[config.mk]
export PLATFORM = sky130hd
export DESIGN_NAME = tlul_socket_m1_arb_flat
export DESIGN_NICKNAME = d
export VERILOG_FILES = /design/src/rtl/tlul_socket_m1_arb_pkg.sv /design/src/rtl/tlul_socket_m1_arb_if.sv /design/src/rtl/tlul_socket_m1_arb_rr_arbiter.sv /design/src/rtl/tlul_socket_m1_arb.sv /design/src/flat_wrapper.sv
export SDC_FILE = /design/constraint.sdc
export NUM_CORES = 1
export LEC_CHECK = 0
export CORE_AREA = 8 8 211 213
export DETAILED_ROUTE_END_ITERATION = 12
export DIE_AREA = 0 0 219 221
export DONT_BUFFER_PORTS = 1
export GPL_TIMING_DRIVEN = 0
export SYNTH_ARGS = -nofsm -noshare
export SYNTH_HDL_FRONTEND = slang
export SYNTH_SLANG_ARGS = --single-unit
[constraint.sdc]
create_clock -name clk_i -period 2.8 [get_ports clk_i]
set_input_delay 0.28 -clock clk_i [delete_from_list [all_inputs] [get_ports clk_i]]
set_output_delay 0.28 -clock clk_i [all_outputs]
set_load 0.01 [all_outputs]
[src/rtl/tlul_socket_m1_arb_pkg.sv]
// TL-UL 32-bit channel types plus small helpers shared by the M:1 host arbiter.
package tluh_32_pkg;
  localparam int unsigned TL_AW  = 32;
  localparam int unsigned TL_DW  = 32;
  localparam int unsigned TL_AIW = 8;
  localparam int unsigned TL_DIW = 1;

  typedef struct packed {
    logic                a_valid;
    logic [2:0]          a_opcode;
    logic [2:0]          a_param;
    logic [1:0]          a_size;
    logic [TL_AIW-1:0]   a_source;
    logic [TL_AW-1:0]    a_address;
    logic [TL_DW/8-1:0]  a_mask;
    logic [TL_DW-1:0]    a_data;
    logic                d_ready;
  } tl_h2d_t;

  typedef struct packed {
    logic                d_valid;
    logic [2:0]          d_opcode;
    logic [2:0]          d_param;
    logic [1:0]          d_size;
    logic [TL_AIW-1:0]   d_source;
    logic [TL_DIW-1:0]   d_sink;
    logic [TL_DW-1:0]    d_data;
    logic                d_error;
    logic                a_ready;
  } tl_d2h_t;
endpackage

package tlul_socket_m1_arb_pkg;
  // Wraps an index already known to be below 2*n back into 0..n-1 without a divider.
  function automatic int unsigned rr_wrap(input int unsigned idx, input int unsigned n);
    return (idx >= n) ? (idx - n) : idx;
  endfunction
endpackage

[src/rtl/tlul_socket_m1_arb_if.sv]
// Bundles the M upstream host ports and the shared downstream port of the arbiter.
interface tlul_socket_m1_arb_if #(
  parameter int unsigned M = 3
);
  tluh_32_pkg::tl_h2d_t tl_h_i [M];
  tluh_32_pkg::tl_d2h_t tl_h_o [M];
  tluh_32_pkg::tl_h2d_t tl_d_o;
  tluh_32_pkg::tl_d2h_t tl_d_i;

  modport slave  (input tl_h_i, output tl_h_o, output tl_d_o, input tl_d_i);
  modport master (output tl_h_i, input tl_h_o, input tl_d_o, output tl_d_i);
endinterface

[src/rtl/tlul_socket_m1_arb_rr_arbiter.sv]
// Round-robin index arbiter with an external lock that pins the grant to a held beat.
module tlul_rr_arbiter
  import tlul_socket_m1_arb_pkg::*;
#(
  parameter  int unsigned N  = 3,
  localparam int unsigned IW = (N > 1) ? $clog2(N) : 1
) (
  input  logic          clk_i,
  input  logic          rst_ni,
  input  logic [N-1:0]  req_i,
  input  logic          lock_i,
  input  logic [IW-1:0] lock_idx_i,
  input  logic          advance_i,
  output logic [IW-1:0] gnt_idx_o,
  output logic          any_req_o
);
  logic [IW-1:0] rr_ptr_q;
  logic [IW-1:0] rr_ptr_d;
  logic [IW-1:0] scan_idx_s;
  logic [IW-1:0] cand_s;
  logic          found_s;
  logic          hit_s;

  assign any_req_o = |req_i;
  assign gnt_idx_o = lock_i ? lock_idx_i : scan_idx_s;
  assign rr_ptr_d  = IW'(rr_wrap(32'(gnt_idx_o) + 32'd1, N));

  // Scan rr_ptr, rr_ptr+1, ... and keep the first requester found.
  always_comb begin
    scan_idx_s = '0;
    found_s    = 1'b0;
    cand_s     = '0;
    hit_s      = 1'b0;
    for (int unsigned i = 0; i < N; i++) begin
      cand_s     = IW'(rr_wrap(32'(rr_ptr_q) + i, N));
      hit_s      = ~found_s & req_i[cand_s];
      scan_idx_s = hit_s ? cand_s : scan_idx_s;
      found_s    = found_s | hit_s;
    end
  end

  // Pointer moves just past the winner on every accepted beat.
  always_ff @(posedge clk_i or negedge rst_ni) begin
    if (!rst_ni) begin
      rr_ptr_q <= '0;
    end else if (advance_i) begin
      rr_ptr_q <= rr_ptr_d;
    end
  end
endmodule

[src/rtl/tlul_socket_m1_arb.sv]
// M:1 TL-UL host arbiter: round-robin with beat lock, responses routed via an in-order ID FIFO.
module tlul_socket_m1_arb
  import tluh_32_pkg::*;
  import tlul_socket_m1_arb_pkg::*;
#(
  parameter  int unsigned M      = 3,
  parameter  int unsigned MaxOut = 4,
  localparam int unsigned HW     = $clog2(M),
  localparam int unsigned CW     = $clog2(MaxOut + 1),
  localparam int unsigned PW     = $clog2(MaxOut)
) (
  input  logic                 clk_i,
  input  logic                 rst_ni,
  tlul_socket_m1_arb_if.slave  bus,
  output logic [CW-1:0]        outstanding_o,
  output logic                 rsp_err_o
);
  logic [M-1:0]  req_s;
  logic [HW-1:0] gnt_s;
  logic [HW-1:0] head_s;
  logic [HW-1:0] grant_q;
  logic          lock_q;
  logic          lock_d;
  logic          any_req_s;
  logic          full_s;
  logic          a_valid_s;
  logic          a_ready_s;
  logic          accept_s;
  logic          has_head_s;
  logic          d_ready_s;
  logic          pop_s;
  logic [HW-1:0] id_fifo_q [MaxOut];
  logic [PW-1:0] wr_ptr_q;
  logic [PW-1:0] rd_ptr_q;
  logic [CW-1:0] count_q;
  logic [CW-1:0] count_d;
  logic          rsp_err_q;

  tlul_rr_arbiter #(.N(M)) u_rr (
    .clk_i      (clk_i),
    .rst_ni     (rst_ni),
    .req_i      (req_s),
    .lock_i     (lock_q),
    .lock_idx_i (grant_q),
    .advance_i  (accept_s),
    .gnt_idx_o  (gnt_s),
    .any_req_o  (any_req_s)
  );

  // Reset is folded into the handshake so the ports go quiet the instant rst_ni falls.
  assign full_s     = (count_q == CW'(MaxOut));
  assign a_valid_s  = any_req_s & ~full_s & rst_ni;
  assign a_ready_s  = bus.tl_d_i.a_ready & ~full_s & rst_ni;
  assign accept_s   = a_valid_s & bus.tl_d_i.a_ready;
  assign has_head_s = (count_q != '0);
  assign head_s     = id_fifo_q[rd_ptr_q];
  assign d_ready_s  = has_head_s ? bus.tl_h_i[head_s].d_ready : 1'b1;
  assign pop_s      = has_head_s & bus.tl_d_i.d_valid & d_ready_s;
  assign lock_d     = a_valid_s & ~accept_s;

  assign outstanding_o = count_q;
  assign rsp_err_o     = rsp_err_q;

  // Collect request valids for the arbiter.
  always_comb begin
    req_s = '0;
    for (int unsigned g = 0; g < M; g++) begin
      req_s[g] = bus.tl_h_i[g].a_valid;
    end
  end

  // Downstream A channel follows the granted host; D ready follows the FIFO head.
  always_comb begin
    bus.tl_d_o         = bus.tl_h_i[gnt_s];
    bus.tl_d_o.a_valid = a_valid_s;
    bus.tl_d_o.d_ready = d_ready_s;
  end

  // D fields broadcast to every host; only the head owner sees d_valid.
  always_comb begin
    for (int unsigned g = 0; g < M; g++) begin
      bus.tl_h_o[g]         = bus.tl_d_i;
      bus.tl_h_o[g].d_valid = bus.tl_d_i.d_valid & has_head_s & (head_s == HW'(g));
      bus.tl_h_o[g].a_ready = a_ready_s & (gnt_s == HW'(g));
    end
  end

  // Occupancy next-state; a simultaneous push and pop leaves it unchanged.
  always_comb begin
    case ({accept_s, pop_s})
      2'b10:   count_d = count_q + CW'(1);
      2'b01:   count_d = count_q - CW'(1);
      default: count_d = count_q;
    endcase
  end

  // Lock, ID FIFO, occupancy and the sticky orphan-response flag.
  always_ff @(posedge clk_i or negedge rst_ni) begin
    if (!rst_ni) begin
      lock_q    <= 1'b0;
      grant_q   <= '0;
      wr_ptr_q  <= '0;
      rd_ptr_q  <= '0;
      count_q   <= '0;
      rsp_err_q <= 1'b0;
      for (int unsigned k = 0; k < MaxOut; k++) begin
        id_fifo_q[k] <= '0;
      end
    end else begin
      lock_q  <= lock_d;
      count_q <= count_d;
      if (lock_d) begin
        grant_q <= gnt_s;
      end
      if (accept_s) begin
        id_fifo_q[wr_ptr_q] <= gnt_s;
        wr_ptr_q            <= wr_ptr_q + PW'(1);
      end
      if (pop_s) begin
        rd_ptr_q <= rd_ptr_q + PW'(1);
      end
      if (bus.tl_d_i.d_valid & ~has_head_s) begin
        rsp_err_q <= 1'b1;
      end
    end
  end
endmodule

[src/flat_wrapper.sv]
// flat-port wrapper written by rule: the top's interface ports become plain ports
module tlul_socket_m1_arb_flat import tluh_32_pkg::*; import tlul_socket_m1_arb_pkg::*;
#(
  parameter  int unsigned M      = 3,
  parameter  int unsigned MaxOut = 4,
  localparam int unsigned HW     = $clog2(M),
  localparam int unsigned CW     = $clog2(MaxOut + 1),
  localparam int unsigned PW     = $clog2(MaxOut)
)
  (clk_i, rst_ni, outstanding_o, rsp_err_o, bus_tl_h_i, bus_tl_h_o, bus_tl_d_o, bus_tl_d_i);
  tlul_socket_m1_arb_if #(.M(M)) bus_i ();
  input  logic clk_i;
  input  logic rst_ni;
  output logic [CW-1:0] outstanding_o;
  output logic rsp_err_o;
  input wire logic [$bits(bus_i.tl_h_i)-1:0] bus_tl_h_i;
  output wire logic [$bits(bus_i.tl_h_o)-1:0] bus_tl_h_o;
  output wire logic [$bits(bus_i.tl_d_o)-1:0] bus_tl_d_o;
  input wire logic [$bits(bus_i.tl_d_i)-1:0] bus_tl_d_i;
  assign bus_i.tl_h_i = {>>{bus_tl_h_i}};
  assign bus_tl_h_o = {>>{bus_i.tl_h_o}};
  assign bus_tl_d_o = bus_i.tl_d_o;
  assign bus_i.tl_d_i = bus_tl_d_i;
  tlul_socket_m1_arb #(.M(M), .MaxOut(MaxOut)) u_core (.clk_i(clk_i), .rst_ni(rst_ni), .bus(bus_i), .outstanding_o(outstanding_o), .rsp_err_o(rsp_err_o));
endmodule
# Word level (Yosys, flattened, before mapping)
# Index checks and enable logic that the tools add are counted.
[totals]
ff_bits = 21
[classes]
n_lt_le_gt_ge = 12
addsub = 11
muxes = 28
n_eq_ne = 7
n_reduce_logical = 6
n_bitwise = 27
[op_table]
columns = ["cell", "count"]
rows = [
  ["binary-select mux 86 bit (select 2 bit)", 2],
  ["two-way mux 85 bit", 2],
  ["two-way mux 2 bit", 11],
  ["AND 1 bit", 17],
  ["greater-or-equal comparator 3 bit (second input constant)", 4],
  ["inverter 2 -> 3 bit", 4],
  ["greater-or-equal comparator 3 x 2 -> 1 bit (second input constant)", 3],
  ["< comparator 2 x 3 -> 1 bit (second input constant)", 3],
  ["bitwise mux 8 bit", 1],
  ["subtractor 2 bit (second input constant)", 4],
  ["adder 2 x 1 -> 3 bit (second input constant)", 2],
  ["binary-select mux 1 bit (select 2 bit)", 3],
  ["== test 2 x 1 -> 1 bit (second input constant)", 3],
  ["== test 2 bit (second input constant)", 3],
  ["two-way mux 1 bit", 6],
  ["case mux 3 bit (2 select lines)", 1],
  ["inverter 1 bit", 5],
  ["adder 2 x 1 -> 2 bit (second input constant)", 2],
  ["binary-select mux 2 bit (select 2 bit)", 1],
  ["demux 2 bit (select 2 bit)", 1],
  ["logical NOT 2 bit", 2],
  ["adder 2 x 2 -> 3 bit (second input constant)", 1],
  ["adder 3 x 1 -> 3 bit (second input constant)", 1],
  ["== test 3 bit (second input constant)", 1],
  ["8 further kinds", 8],
]

# Longest topological paths before layout
# Gate-level depths: netlist (run 1).
[depth]
ltp_word = 15
ltp_mapped = 11
mapped_depth_nobuf = 11

# Modules after synthesis
# From an unflattened synthesis (run 1), not the netlist that was laid out.
[hier_totals]
cells_unflattened = 576
hier_area_um2 = 4324.1
[modules_own_cells]
columns = ["module", "cells_per_inst", "area_each_um2", "instances"]
rows = [
  ["tlul_socket_m1_arb", 536, 4001.3, 1],
  ["tlul_rr_arbiter", 40, 322.8, 1],
]

# Worst setup path before layout (run 1)
# Ideal clock, no wire load.
[synth_timing]
path_type = "register -> register"
from = "register u_core.rd_ptr_q[0]"
to = "register u_core.count_q[2] (netlist: u_core.outstanding_o[2])"
period_less_slack_ns = 2.380
setup_time_ns = 0.079
t_arrival_ns = 2.301
slack_ns = 0.420
path_buffers = 0
stages_incl_launch_ff = 10
path_cell_list = "dfrtp_1 > mux4_2 > o21a_1 > nor2_1 > ha_1 > inv_1 > fa_1 > xor2_1 > nor2_1 > xor2_1"
[synth_between]
elab_chain_cells = 12
elab_cells_between_ends = 14
[synth_lines]
columns = ["element", "line", "text"]
rows = [
  ["start: declaration", "tlul_socket_m1_arb.sv:34", "logic [PW-1:0] rd_ptr_q;"],
  ["start signal: assignment", "tlul_socket_m1_arb.sv:120", "rd_ptr_q <= rd_ptr_q + PW'(1);"],
  ["inverter 2 -> 3 bit (implied by the code) (*)", "tlul_socket_m1_arb.sv:56", "assign head_s = id_fifo_q[rd_ptr_q];"],
  ["binary-select mux 2 bit (select 2 bit) (*)", "tlul_socket_m1_arb.sv:56", ""],
  ["two-way mux 2 bit (implied by the code) (*) (2 in series)", "tlul_socket_m1_arb.sv:56", ""],
  ["inverter 2 -> 3 bit (implied by the code) (*)", "tlul_socket_m1_arb.sv:57", "assign d_ready_s = has_head_s ? bus.tl_h_i[head_s].d_ready : 1'b1;"],
  ["binary-select mux 86 bit (select 2 bit) (*)", "tlul_socket_m1_arb.sv:57", ""],
  ["two-way mux 1 bit (implied by the code) (*) (2 in series)", "tlul_socket_m1_arb.sv:57", ""],
  ["two-way mux 1 bit (*)", "tlul_socket_m1_arb.sv:57", ""],
  ["AND 1 bit (*)", "tlul_socket_m1_arb.sv:58", "assign pop_s = has_head_s & bus.tl_d_i.d_valid & d_ready_s;"],
  ["via u_core.pop_s", "tlul_socket_m1_arb.sv:31", "logic pop_s;"],
  ["== test 2 x 1 -> 1 bit or == test 2 bit (tied branches)", "tlul_socket_m1_arb.sv:90", "case ({accept_s, pop_s})"],
  ["case mux 3 bit (2 select lines) or nonzero test 2 bit (tied branches)", "n/a", ""],
  ["end signal: assignment", "tlul_socket_m1_arb.sv:111", "count_q <= count_d;"],
  ["end: declaration", "tlul_socket_m1_arb.sv:35", "logic [CW-1:0] count_q;"],
]
# Mark *: on every way through the listed nets, which the timed path passes. The rest lies on a longest branch. The select of a mux whose other input is x is not followed.
# A chain may end at the register's enable or synchronous reset.

# Worst setup path after layout (run 1)
[layout_timing]
from = "register u_core.u_rr.rr_ptr_q[1]"
to = "output port bus_tl_d_o[33]"
[layout_between]
elab_chain_cells = 15
elab_cells_between_ends = 30
[layout_lines]
columns = ["element", "line", "text"]
rows = [
  ["start: declaration", "tlul_socket_m1_arb_rr_arbiter.sv:17", "logic [IW-1:0] rr_ptr_q;"],
  ["start signal: assignment", "tlul_socket_m1_arb_rr_arbiter.sv:47", "rr_ptr_q <= rr_ptr_d;"],
  ["adder 2 x 1 -> 3 bit, or another cell as far along", "tlul_socket_m1_arb_rr_arbiter.sv:35", "cand_s = IW'(rr_wrap(32'(rr_ptr_q) + i, N));"],
  ["greater-or-equal comparator 3 x 2 -> 1 bit, or another cell as far along", "tlul_socket_m1_arb_pkg.sv:36", "return (idx >= n) ? (idx - n) : idx;"],
  ["two-way mux 2 bit or binary-select mux 1 bit (select 2 bit) (tied branches)", "tlul_socket_m1_arb_pkg.sv:36, tlul_socket_m1_arb_rr_arbiter.sv:36", ""],
  ["binary-select mux 1 bit (select 2 bit) or two-way mux 1 bit (tied branches)", "tlul_socket_m1_arb_rr_arbiter.sv:36", "hit_s = ~found_s & req_i[cand_s];"],
  ["two-way mux 1 bit (implied by the code) or inverter 1 bit (tied branches)", "tlul_socket_m1_arb_rr_arbiter.sv:36", ""],
  ["AND 1 bit", "tlul_socket_m1_arb_rr_arbiter.sv:36", ""],
  ["bitwise OR 1 bit", "tlul_socket_m1_arb_rr_arbiter.sv:38", "found_s = found_s | hit_s;"],
  ["inverter 1 bit", "tlul_socket_m1_arb_rr_arbiter.sv:36", ""],
  ["AND 1 bit", "tlul_socket_m1_arb_rr_arbiter.sv:36", ""],
  ["two-way mux 2 bit (*)", "tlul_socket_m1_arb_rr_arbiter.sv:37", "scan_idx_s = hit_s ? cand_s : scan_idx_s;"],
  ["two-way mux 2 bit (*)", "tlul_socket_m1_arb_rr_arbiter.sv:25", "assign gnt_idx_o = lock_i ? lock_idx_i : scan_idx_s;"],
  ["inverter 2 -> 3 bit (implied by the code) (*)", "tlul_socket_m1_arb.sv:74", "bus.tl_d_o = bus.tl_h_i[gnt_s];"],
  ["binary-select mux 86 bit (select 2 bit) (*)", "tlul_socket_m1_arb.sv:74", ""],
  ["two-way mux 85 bit (implied by the code) (*) (2 in series)", "tlul_socket_m1_arb.sv:74", ""],
  ["end: declaration", "flat_wrapper.sv:18", "output wire logic [$bits(bus_i.tl_d_o)-1:0] bus_tl_d_o;"],
]
# Mark *: on every way between the ends. The rest lies on a longest branch, timed or not. The select of a mux whose other input is x is not followed.

==> results.txt, run 1 <==
status -> completed
IR drop worst, VDD -> 705 µV
Final Slew Violations -> 0
latest clock arrival within the worst-skew pair -> 250 ps
Required @ worst endpoint -> 2520 ps
synthesis-to-layout area growth -> 35.7%
clock root cell -> clkbuf_16
commonest non-fill, non-tap cell in the layout -> buf_4
Post-Syn Area -> 4190 µm²
gr usage total -> 0.0818
Post-Syn Instances -> 473
pin count of the biggest net entering global routing -> 22
Crit-path slowest cell -> dfrtp_1
Rows -> 75
Top-Level Pins -> 558
clk sink count -> 21
CTS Buffer Depth -> 2
Worst Hold Class -> in2reg
overall power -> 5.92 mW
clk_skew -> 2.64 ps
crit-path max cell delay -> 420 ps
Syn Nets -> 793
layout cell share with drive strength beyond 1 -> 0.584
total gr overflow -> 0
CTS buffer count -> 3
vias in the first global route -> 4,083
setup repair after global routing missed its margin -> yes
Tmin final -> 2790 ps
ys flop type -> dfrtp_1
Worst setup SP type -> flip-flop
Syn Area/Cell -> 8.86 µm²
headroom to the max-slew limit -> 0.357
share of flip-flops with an asynchronous set or reset -> 1.00
Ys Warns -> 0
antenna fix cells -> 0
via/cell ratio -> 3.49
Pwr Density -> 1040 nW/µm²
Fin. Hold Viols -> 0
DRC viols -> 0
global-route wire length before repair -> 29.4 mm
antenna violations before repair -> 0
HPWL Detailed -> 20.2 mm
Die ar. -> 48,400 µm²
WP data arrival -> 2510 ps
critical-path maximum fanout -> 9
core box area -> 41,300 µm²
Worst-path clk slew -> 50 ps
DIE WIDTH -> 219 µm
distinct cell type count after synthesis -> 38
DRT Pass-1 Iters -> 4
CP Capture Type -> output pin
Max-Cap Viols -> 0
Wirelength per Cell -> 22.5 µm
Final ANT Viol Nets -> 0
worst path cell trace -> inv_1, ha_2, nor3b_4, o21a_1, a311oi_1, a31o_2, buf_12, buf_12, mux2i_4, o2bb2ai_4
Chip Height -> 221 µm
worst-margin pin slew -> 961 ps
drt total wl -> 23.0 mm
Vias -> 3,571
worst hold margin -> 142 ps
# port buffers -> 0
nets -> 804
Max Fclk -> 358 MHz
EDFF count, synth -> 0
Final Wtd Congestion -> 0.762
Yosys reg bits -> 21
crit-path most repeated cell -> buf_12
final setup fails -> 0
CP Class -> reg2out
H-tree levels -> 1
P_leak -> 2.42 nW
DRT iter0 DRCs -> 94
commonest non-fill, non-tap cells in the layout -> buf_4 (158), mux2i_1 (79), o2bb2ai_2 (67)
CTS tree -> done
Starting Density -> 0.102
sequential-to-total area share from yosys stat -> 0.125
Tcrit/Tclk final -> 0.998
==> critical path: cells and delay by family, from the launching register on <==
family	cells	cell delay, ps
multiplexers	1	340
adder cells (fa/ha/maj)	1	230
AND/OR/NAND/NOR	1	240
AO/OA/AOI/OAI	4	630
buffers and inverters	3	380
flip-flops	1	420
==> kinds of logic (layout without fill, tap and decap cells) <==
family	after synthesis	after routing	synth area share
buf+inv	200	210	0.343
fa+ha+maj	8	8	0.0257
mux	99	99	0.241
flops	21	21	0.125
xor+xnor	7	7	0.0146
compound gates	102	102	0.205
simple gates	36	36	0.0457
==> report_power, final <==
part	total [mW]	internal (mW)	switching, mW
Combinational	5.05	2.21	2.84
Sequential	0.570	0.441	0.129
Clock	0.297	0.194	0.104
Total	5.92	2.85	3.07
==> cell type report <==
cell class              count  area [µm²]
plain buffers             182        1460
clock buffers               4        78.8
fillers                  4673       35600
inverters                  18        67.6
multi-input cells         252        2790
flip-flops and latches     21         526
well taps                 539         674
repair buffers              6        92.6
==> timing repair <==
| action | CTS | global route |
|---|---|---|
| hold buffers | 1 | 0 |
| setup endpoints to repair | 85 | 87 |
| gates resized for setup | 78 | 50 |
| buffers inserted | 3 | 0 |
| gates cloned | 1 | 0 |
| pin swaps | 1 | 10 |
| endpoints found under the hold margin | 21 | 0 |
==> worst paths after layout <==
check	from	end	slack [ps]	cells after the start
setup / recovery	u_core.u_rr.rr_ptr_q[1]	bus_tl_d_o[33]	7	10
hold / removal	bus_tl_d_i[0]	u_core.lock_q	140	1
setup reg to reg	u_core.rd_ptr_q[0]	u_core.outstanding_o[2]	230	9
max in group asynchronous	rst_ni	u_core.id_fifo_q[2]	1580	1
min in group asynchronous	rst_ni	u_core.id_fifo_q[5]	630	1
hold reg to reg	u_core.id_fifo_q[1]	u_core.id_fifo_q[1]	490	1
==> cell usage after synthesis, types with 2 or more instances <==
cell type | count | area, µm²
a21oi_1 | 2 | 10.0
a311oi_1 | 2 | 17.5
buf_2 | 5 | 25.0
buf_4 | 153 | 1150
buf_6 | 14 | 158
clkbuf_1 | 10 | 37.5
dfrtp_1 | 21 | 526
ha_1 | 7 | 87.6
inv_1 | 18 | 67.6
mux2_1 | 4 | 45.0
mux2_2 | 2 | 22.5
mux2i_1 | 92 | 921
nand2_1 | 11 | 41.3
nor2_1 | 5 | 18.8
nor2b_1 | 4 | 25.0
nor3_1 | 4 | 20.0
nor3b_1 | 3 | 22.5
o21a_1 | 2 | 15.0
o21ai_0 | 5 | 25.0
o2bb2ai_1 | 85 | 744
or3_1 | 2 | 12.5
xnor2_1 | 3 | 26.3
xor2_1 | 4 | 35.0
==> per-stage QoR <==
stage           util  worst slack (ps)  TNS, ps  instance area [µm²]  std cells
2_1_floorplan      -               420        0                 4190        473
3_3_place_gp   0.118              -828   -48870                 4870       1012
3_5_place_dp   0.119              -515   -23130                 4890       1013
4_1_cts        0.132             -17.0     -143                 5450       1022
5_1_grt        0.138              -122    -5550                 5690       1022
6_report       0.138              6.78        0                 5690       1022
==> layer usage <==
layer	vias to the layer above	routed length [µm]	share of wire	global-route usage
met5	-	0	0	0
met4	0	722	0.031	0.0295
met3	21	2180	0.095	0.0250
met2	305	13200	0.57	0.171
met1	1680	6900	0.30	0.0690
li1	1565	-	-	-
==> state kept, by name, indices dropped and copies added, names as in the netlist <==
| name | count |
|---|---|
| u_core.lock_q | 1 |
| u_core.rsp_err_o | 1 |
| u_core.id_fifo_q | 8 |
| u_core.wr_ptr_q | 2 |
| u_core.outstanding_o | 3 |
| u_core.u_rr.rr_ptr_q | 2 |
| u_core.grant_q | 2 |
| u_core.rd_ptr_q | 2 |
No activity file was read; power rests on OpenSTA's default activity.
==> inputs of run 2 (changes only) <==
--- a/config.mk
+++ b/config.mk
@@ -5,9 +5,9 @@
 export SDC_FILE = /design/constraint.sdc
 export NUM_CORES = 1
 export LEC_CHECK = 0
-export CORE_AREA = 8 8 211 213
+export CORE_AREA = 8 8 209 211
 export DETAILED_ROUTE_END_ITERATION = 12
-export DIE_AREA = 0 0 219 221
+export DIE_AREA = 0 0 217 219
 export DONT_BUFFER_PORTS = 1
 export GPL_TIMING_DRIVEN = 0
 export SYNTH_ARGS = -nofsm -noshare
==> run 2 against run 1 <==
  * The run now ends with setup timing left
  * Core utilization grew 4.2 points
  * Final area is 28% higher
  * Die area is 1.8% lower
  * Register-to-register slack worse by 20 ps
  * Worst hold slack gained 2.8 ps
  * Largest power group unchanged
  * Via count is 5.1% higher
==> results.txt, run 2 (synthesized netlist as in run 1, its figures left out) <==
DIE WIDTH -> 217 µm (-0.91%)
gr busiest metal -> met2
Wirelength per Cell -> 26.8 µm (+19%)
Required @ worst endpoint -> 2520 ps (about the same)
Worst Hold Class -> in2reg
global-route wire length before repair -> 34.6 mm (+18%)
Tcrit/Tclk final -> 1.05 (+0.0571)
core box area -> 40,400 µm² (-2.2%)
via/cell ratio -> 3.63 (+3.7%)
met3 usage -> 0.0335 (+0.00849)
DRC viols -> 0 (unchanged)
Rows -> 74 (-1.3%)
setup repair after global routing missed its margin -> yes
Top-Level Pins -> 558 (unchanged)
clk sink count -> 21 (unchanged)
antenna fix cells -> 0 (unchanged)
final setup fails -> 74 (+74)
max FFs per register -> 8 (unchanged)
nets -> 824 (+2.5%)
HPWL Detailed -> 22.2 mm (+9.6%)
commonest non-fill, non-tap cells in the layout -> buf_4 (159), o2bb2ai_2 (44), o2bb2ai_4 (40)
met2 GRT Util -> 0.185 (+0.0138)
gr usage total -> 0.100 (+0.0182)
violations in the final reports -> setup timing
critical-path maximum fanout -> 5 (-4)
Starting Density -> 0.104 (+0.00232)
Final ANT Viol Nets -> 0 (unchanged)
DRT iter0 DRCs -> 127 (+35%)
clock root cell -> clkbuf_16
drt total wl -> 27.7 mm (+21%)
Fin. Hold Viols -> 0 (unchanged)
setup ws final -> -153 ps (-160 ps)
CTS tree -> done
Die ar. -> 47,500 µm² (-1.8%)
DRT Pass-1 Iters -> 4 (unchanged)
# port buffers -> 0 (unchanged)
antenna violations before repair -> 1 (+1)
Final Slew Violations -> 0 (unchanged)
CTS buffer count -> 3 (unchanged)
pin count of the biggest net entering global routing -> 22 (unchanged)
CP Class -> reg2out
Final Wtd Congestion -> 0.806 (+5.7%)
P_leak -> 2.74 nW (+13%)
vias in the first global route -> 4,045 (-0.93%)
Chip Height -> 219 µm (-0.90%)
IR drop worst, VDD -> 538 µV (-24%)
worst hold margin -> 145 ps (+2.76 ps)
most flop-heavy register -> u_core.id_fifo_q
fin area -> 7250 µm² (+28%)
CTS Buffer Depth -> 2 (unchanged)
headroom to the max-slew limit -> 0.352 (-0.00509)
dpl cell area -> 4860 µm² (-0.74%)
layout cell share with drive strength beyond 1 -> 0.732 (+0.148)
latest clock arrival within the worst-skew pair -> 250 ps (about the same)
Worst setup SP type -> flip-flop
Tmin final -> 2950 ps (+160 ps)
Pwr Density -> 1180 nW/µm² (+13%)
WP data arrival -> 2670 ps (+160 ps)
H-tree levels -> 1 (unchanged)
met1 global-route usage -> 0.108 (+0.0386)
CP Capture Type -> output pin
worst-margin pin slew -> 969 ps (+7.61 ps)
commonest non-fill, non-tap cell in the layout -> buf_4
synthesis-to-layout area growth -> 73.0%
Vias -> 3,752 (+5.1%)
total gr overflow -> 0 (unchanged)
clk_skew -> 3.80 ps (+1.16 ps)
Final Util -> 0.180 (+0.0419)
Max Fclk -> 339 MHz (-5.4%)
status -> finished, violations left
setup TNS -> -5360 ps (-5360 ps)
Max-Cap Viols -> 0 (unchanged)
Worst-path clk slew -> 60 ps (about the same)
## run 2: worst paths after layout
| check | slack, ps | from | end | cells after the start |
|---|---|---|---|---|
| max | -150 | u_core.u_rr.rr_ptr_q[0] | bus_tl_d_o[81] | 12 |
| min | 140 | bus_tl_d_i[0] | u_core.lock_q | 1 |
| max reg2reg | 210 | u_core.rd_ptr_q[0] | u_core.outstanding_o[2] | 9 |
| min reg2reg | 500 | u_core.id_fifo_q[1] | u_core.id_fifo_q[1] | 1 |
| max in group asynchronous | 1520 | rst_ni | u_core.u_rr.rr_ptr_q[1] | 1 |
| min in group asynchronous | 630 | rst_ni | u_core.id_fifo_q[3] | 1 |
## run 2: layer usage
metal,share of wire,vias up
li1,-,1616
met1,0.36,1817
met2,0.53,291
met3,0.092,26
met4,0.023,2
met5,0.00047,-
## run 2: critical path, stage by stage, from the launching register on
cell,delay (ps)
dfrtp_2,410
inv_2,60
ha_4,300
nor3b_4,50
o21a_1,100
a311oi_1,240
a31o_2,270
buf_12,120
buf_16,130
buf_4,160
buf_16,150
mux2i_4,310
o2bb2ai_4,110
## run 2: layout make-up
| type | count | area (µm²) |
|---|---|---|
| timing repair buffer | 30 | 554 |
| fill | 4416 | 33100 |
| multi-input combinational | 252 | 3830 |
| buffer | 178 | 1530 |
| sequential | 21 | 528 |
| clock inverter | 1 | 5.00 |
| inverter | 18 | 67.6 |
| tap | 532 | 666 |
| clock buffer | 3 | 75.1 |
## run 2: what timing repair did
| action | in CTS | in global routing |
|---|---|---|
| resized for setup | 222 | 83 |
| hold buffers | 1 | 0 |
| setup buffers | 17 | 5 |
| endpoints found under the hold margin | 21 | 0 |
| setup endpoints to repair | 85 | 88 |
| gates cloned | 6 | 3 |
| pin swaps | 23 | 48 |
## run 2: where the power goes
part	leakage, nW	switching [mW]	internal, mW
Combinational	2.45	3.77	3.90
Clock	0.0409	0.108	0.192
Sequential	0.251	0.145	0.444
## run 2: metrics by stage
step / cells / power, mW / worst slack [ps]
after CTS: 1031 / 7.82 / -192
after global routing: 1035 / 9.04 / -247
after detailed placement: 1005 / 4.92 / -1020
after global placement: 1005 / 4.85 / -992
after floorplan: 473 / 3.82 / 420
final: 1035 / 8.56 / -153
==> inputs of run 3 (changes only) <==
--- a/config.mk
+++ b/config.mk
@@ -5,11 +5,12 @@
 export SDC_FILE = /design/constraint.sdc
 export NUM_CORES = 1
 export LEC_CHECK = 0
-export CORE_AREA = 8 8 209 211
+export CORE_AREA = 8 8 212 214
 export DETAILED_ROUTE_END_ITERATION = 12
-export DIE_AREA = 0 0 217 219
+export DIE_AREA = 0 0 220 222
 export DONT_BUFFER_PORTS = 1
 export GPL_TIMING_DRIVEN = 0
 export SYNTH_ARGS = -nofsm -noshare
 export SYNTH_HDL_FRONTEND = slang
+export SYNTH_HIERARCHICAL = 1
 export SYNTH_SLANG_ARGS = --single-unit
==> run 3 against run 2 <==
  * The flow still finishes with violations (setup timing)
  * Combinational power is 0.5% lower
  * Worst hold slack better by 6.0 ps
  * Register-to-register slack worse by 30 ps
  * Critical endpoint is now bus_tl_d_o[9]
  * Largest power group unchanged
  * Largest cell class unchanged
  * Worst setup slack worse by 59 ps
  * Via count is 13% higher
  * Area after synthesis is 3.1% higher
==> results.txt, run 3 <==
status -> finished, violations left
violations in the final reports -> setup timing
# port buffers -> 0 (unchanged)
headroom to the max-slew limit -> 0.349 (-0.00313)
Pwr Density -> 1340 nW/µm² (+13%)
worst min-delay path startpoint -> bus_tl_d_i[51]
clk_skew -> 5.99 ps (+2.19 ps)
nets -> 922 (+12%)
clock root cell -> clkbuf_16
most flop-heavy register -> u_core/id_fifo_q
Worst Hold Class -> in2reg
DRC viols -> 0 (unchanged)
Final ANT Viol Nets -> 0 (unchanged)
count leader, synth -> buf_4
reg2reg setup slack -> 180 ps (-30 ps)
Max Fclk -> 332 MHz (-2.0%)
Ys Warns -> 6 (+6)
pin count of the biggest net entering global routing -> 22 (unchanged)
Top-Level Pins -> 558 (unchanged)
drt total wl -> 26.3 mm (-5.3%)
worst path cell trace -> buf_6, ha_4, and4bb_1, a31oi_2, o32ai_2, a31oi_4, buf_12, nor2b_4, buf_12, buf_12, clkbuf_16, nand2_1, o21ai_2
R2R Path End -> u_core/outstanding_o[2]
WP data arrival -> 2730 ps (+60 ps)
Synth top area share -> 0.266 (-0.00832)
crit-path most repeated cell -> buf_12
P_leak -> 2.60 nW (-5.2%)
total gr overflow -> 0 (unchanged)
hold-critical path depth -> 1 (unchanged)
H-tree levels -> 1 (unchanged)
share of flip-flops with an asynchronous set or reset -> 1.00 (unchanged)
Synth top cells by count -> buf_4 (153), nand2_1 (96), mux2i_1 (89)
Vias -> 4,258 (+13%)
Post-Syn Area -> 4320 µm² (+3.1%)
Required @ worst endpoint -> 2520 ps (about the same)
CP Class -> reg2out
CTS tree -> done
Syn Area/Cell -> 7.51 µm² (-15%)
Final Util -> 0.154 (-0.0255)
CTS Buffer Depth -> 2 (unchanged)
distinct cell type count after synthesis -> 47 (+24%)
crit-path max cell delay -> 400 ps (about the same)
Max-Cap Viols -> 0 (unchanged)
Yosys reg bits -> 21 (unchanged)
synth top area cells -> buf_4 (27%), mux2i_1 (21%), dfrtp_1 (12%)
layout cell share with drive strength beyond 1 -> 0.600 (-0.131)
final setup fails -> 78 (+5.4%)
Fin. Hold Viols -> 0 (unchanged)
Tmin final -> 3010 ps (+58.8 ps)
post-synth top area cell -> buf_4
clk sink count -> 21 (unchanged)
EDFF count, synth -> 0 (unchanged)
commonest non-fill, non-tap cell in the layout -> buf_4
Worst-path clk slew -> 60 ps (about the same)
via/cell ratio -> 3.74 (+3.2%)
synthesis-to-layout area growth -> 47.9%
Final Wtd Congestion -> 0.804 (-0.20%)
r2r startpoint -> u_core/rd_ptr_q[0]
DIE WIDTH -> 220 µm (+1.4%)
Starting Density -> 0.104 (+0.000392)
setup ws final -> -212 ps (-58.8 ps)
global-route wire length before repair -> 32.4 mm (-6.4%)
sequential-to-total area share from yosys stat -> 0.122 (-0.00381)
Worst setup SP type -> flip-flop
Tcrit/Tclk final -> 1.08 (+0.0210)
critical-path maximum fanout -> 5 (unchanged)
CTS buffer count -> 3 (unchanged)
Post-Syn Instances -> 576 (+22%)
Syn Nets -> 899 (+13%)
Worst Hold Endpoint -> u_core/rsp_err_o
Final Slew Violations -> 0 (unchanged)
Wirelength per Cell -> 23.1 µm (-14%)
Crit-path slowest cell -> dfrtp_1
IR drop worst, VDD -> 1040 µV (+93%)
latest clock arrival within the worst-skew pair -> 250 ps (about the same)
setup repair after global routing missed its margin -> yes
vias in the first global route -> 4,646 (+15%)
DRT Pass-1 Iters -> 4 (unchanged)
ys flop type -> dfrtp_1
Die ar. -> 48,800 µm² (+2.8%)
Chip Height -> 222 µm (+1.4%)
antenna violations before repair -> 1 (unchanged)
Rows -> 75 (+1.4%)
commonest non-fill, non-tap cells in the layout -> buf_4 (158), mux2i_1 (73), nand2_1 (73)
final std cells w/o fill -> 1,138 (+10%)
worst hold margin -> 151 ps (+5.99 ps)
Placed Cells incl. Taps -> 1,115 (+11%)
max FFs per register -> 8 (unchanged)
HPWL Detailed -> 21.6 mm (-2.6%)
worst-margin pin slew -> 973 ps (+4.68 ps)
DRT iter0 DRCs -> 196 (+54%)
CP Capture Type -> output pin
core box area -> 41,500 µm² (+2.7%)
cells on worst reg2reg path -> 11 (+2)
gr usage total -> 0.0881 (-0.0119)
-- run 3: worst max-delay path by stage --
stage	start	endpoint	slack (ps)	cells past startpoint
final	u_core/u_rr/rr_ptr_q[1]	bus_tl_d_o[9]	-210	13
after global routing	u_core/u_rr/rr_ptr_q[0]	bus_tl_d_o[64]	-350	13
after CTS	u_core/u_rr/rr_ptr_q[1]	bus_tl_d_o[48]	-260	12
after detailed placement	u_core/u_rr/rr_ptr_q[1]	bus_tl_d_o[48]	-1620	12
after global placement	u_core/u_rr/rr_ptr_q[1]	bus_tl_d_o[48]	-1570	12
after floorplan	u_core/u_rr/rr_ptr_q[1]	bus_tl_d_o[10]	30	12
-- run 3: timing repair --
action	CTS	global route
hold buffers	1	0
cloned	0	6
setup endpoints to repair	92	87
gates resized for setup	270	87
pin swaps	4	7
buffers inserted	6	5
endpoints found under the hold margin	21	0
-- run 3: report_power, final --
group / internal, mW / switching [mW]
clock: 0.192 / 0.110
combinational: 3.25 / 4.38
sequential: 0.445 / 0.167
total: 3.89 / 4.66
-- run 3: per-stage QoR --
| stage | instance area (µm²) | power (mW) | setup TNS (ps) | setup slack, ps |
|---|---|---|---|---|
| global route | 6390 | 9.09 | -23100 | -348 |
| global placement | 5010 | 5.25 | -117040 | -1570 |
| finish | 6400 | 8.55 | -12440 | -212 |
| CTS | 5870 | 7.43 | -16000 | -261 |
| detailed placement | 5010 | 5.35 | -120880 | -1620 |
| floorplan | 4330 | 3.99 | 0 | 28.0 |
-- run 3: area by class of cell --
cell class / count / area (µm²)
Antenna cell: 1 / 2.50
Clock inverter: 1 / 5.00
Clock buffer: 3 / 75.1
Fill cell: 4628 / 35100
Buffer: 184 / 1550
Timing Repair Buffer: 18 / 270
Sequential cell: 21 / 526
Inverter: 12 / 45.0
Multi-Input combinational cell: 359 / 3240
Tap cell: 539 / 674
-- run 3: layer usage --
layer	part of all wire	global-route usage	vias up
met1	0.33	0.0837	2006
li1	-	-	1877
met2	0.55	0.185	353
met5	0	0	-
met4	0.017	0.0158	0
met3	0.10	0.0201	22
-- run 3: kinds of logic (layout without fill, tap and decap cells) --
family          count (synthesis)  in the layout  share of synthesized area
buf+inv                       196            218                      0.306
simple gates                  136            136                      0.141
compound gates                104            104                      0.132
mux                           104            104                      0.258
flops                          21             21                      0.122
fa+ha+maj                      11             11                     0.0336
xor+xnor                        4              4                    0.00810
other cells                     0              1                          0
-- run 3: critical path: cells and delay by family (launching register included) --
kind | cells | cell delay, ps
adders and majority gates | 1 | 260
DFF | 1 | 400
buffers and inverters | 5 | 700
AOI/OAI and AO/OA | 4 | 620
and+or+nand+nor | 3 | 480
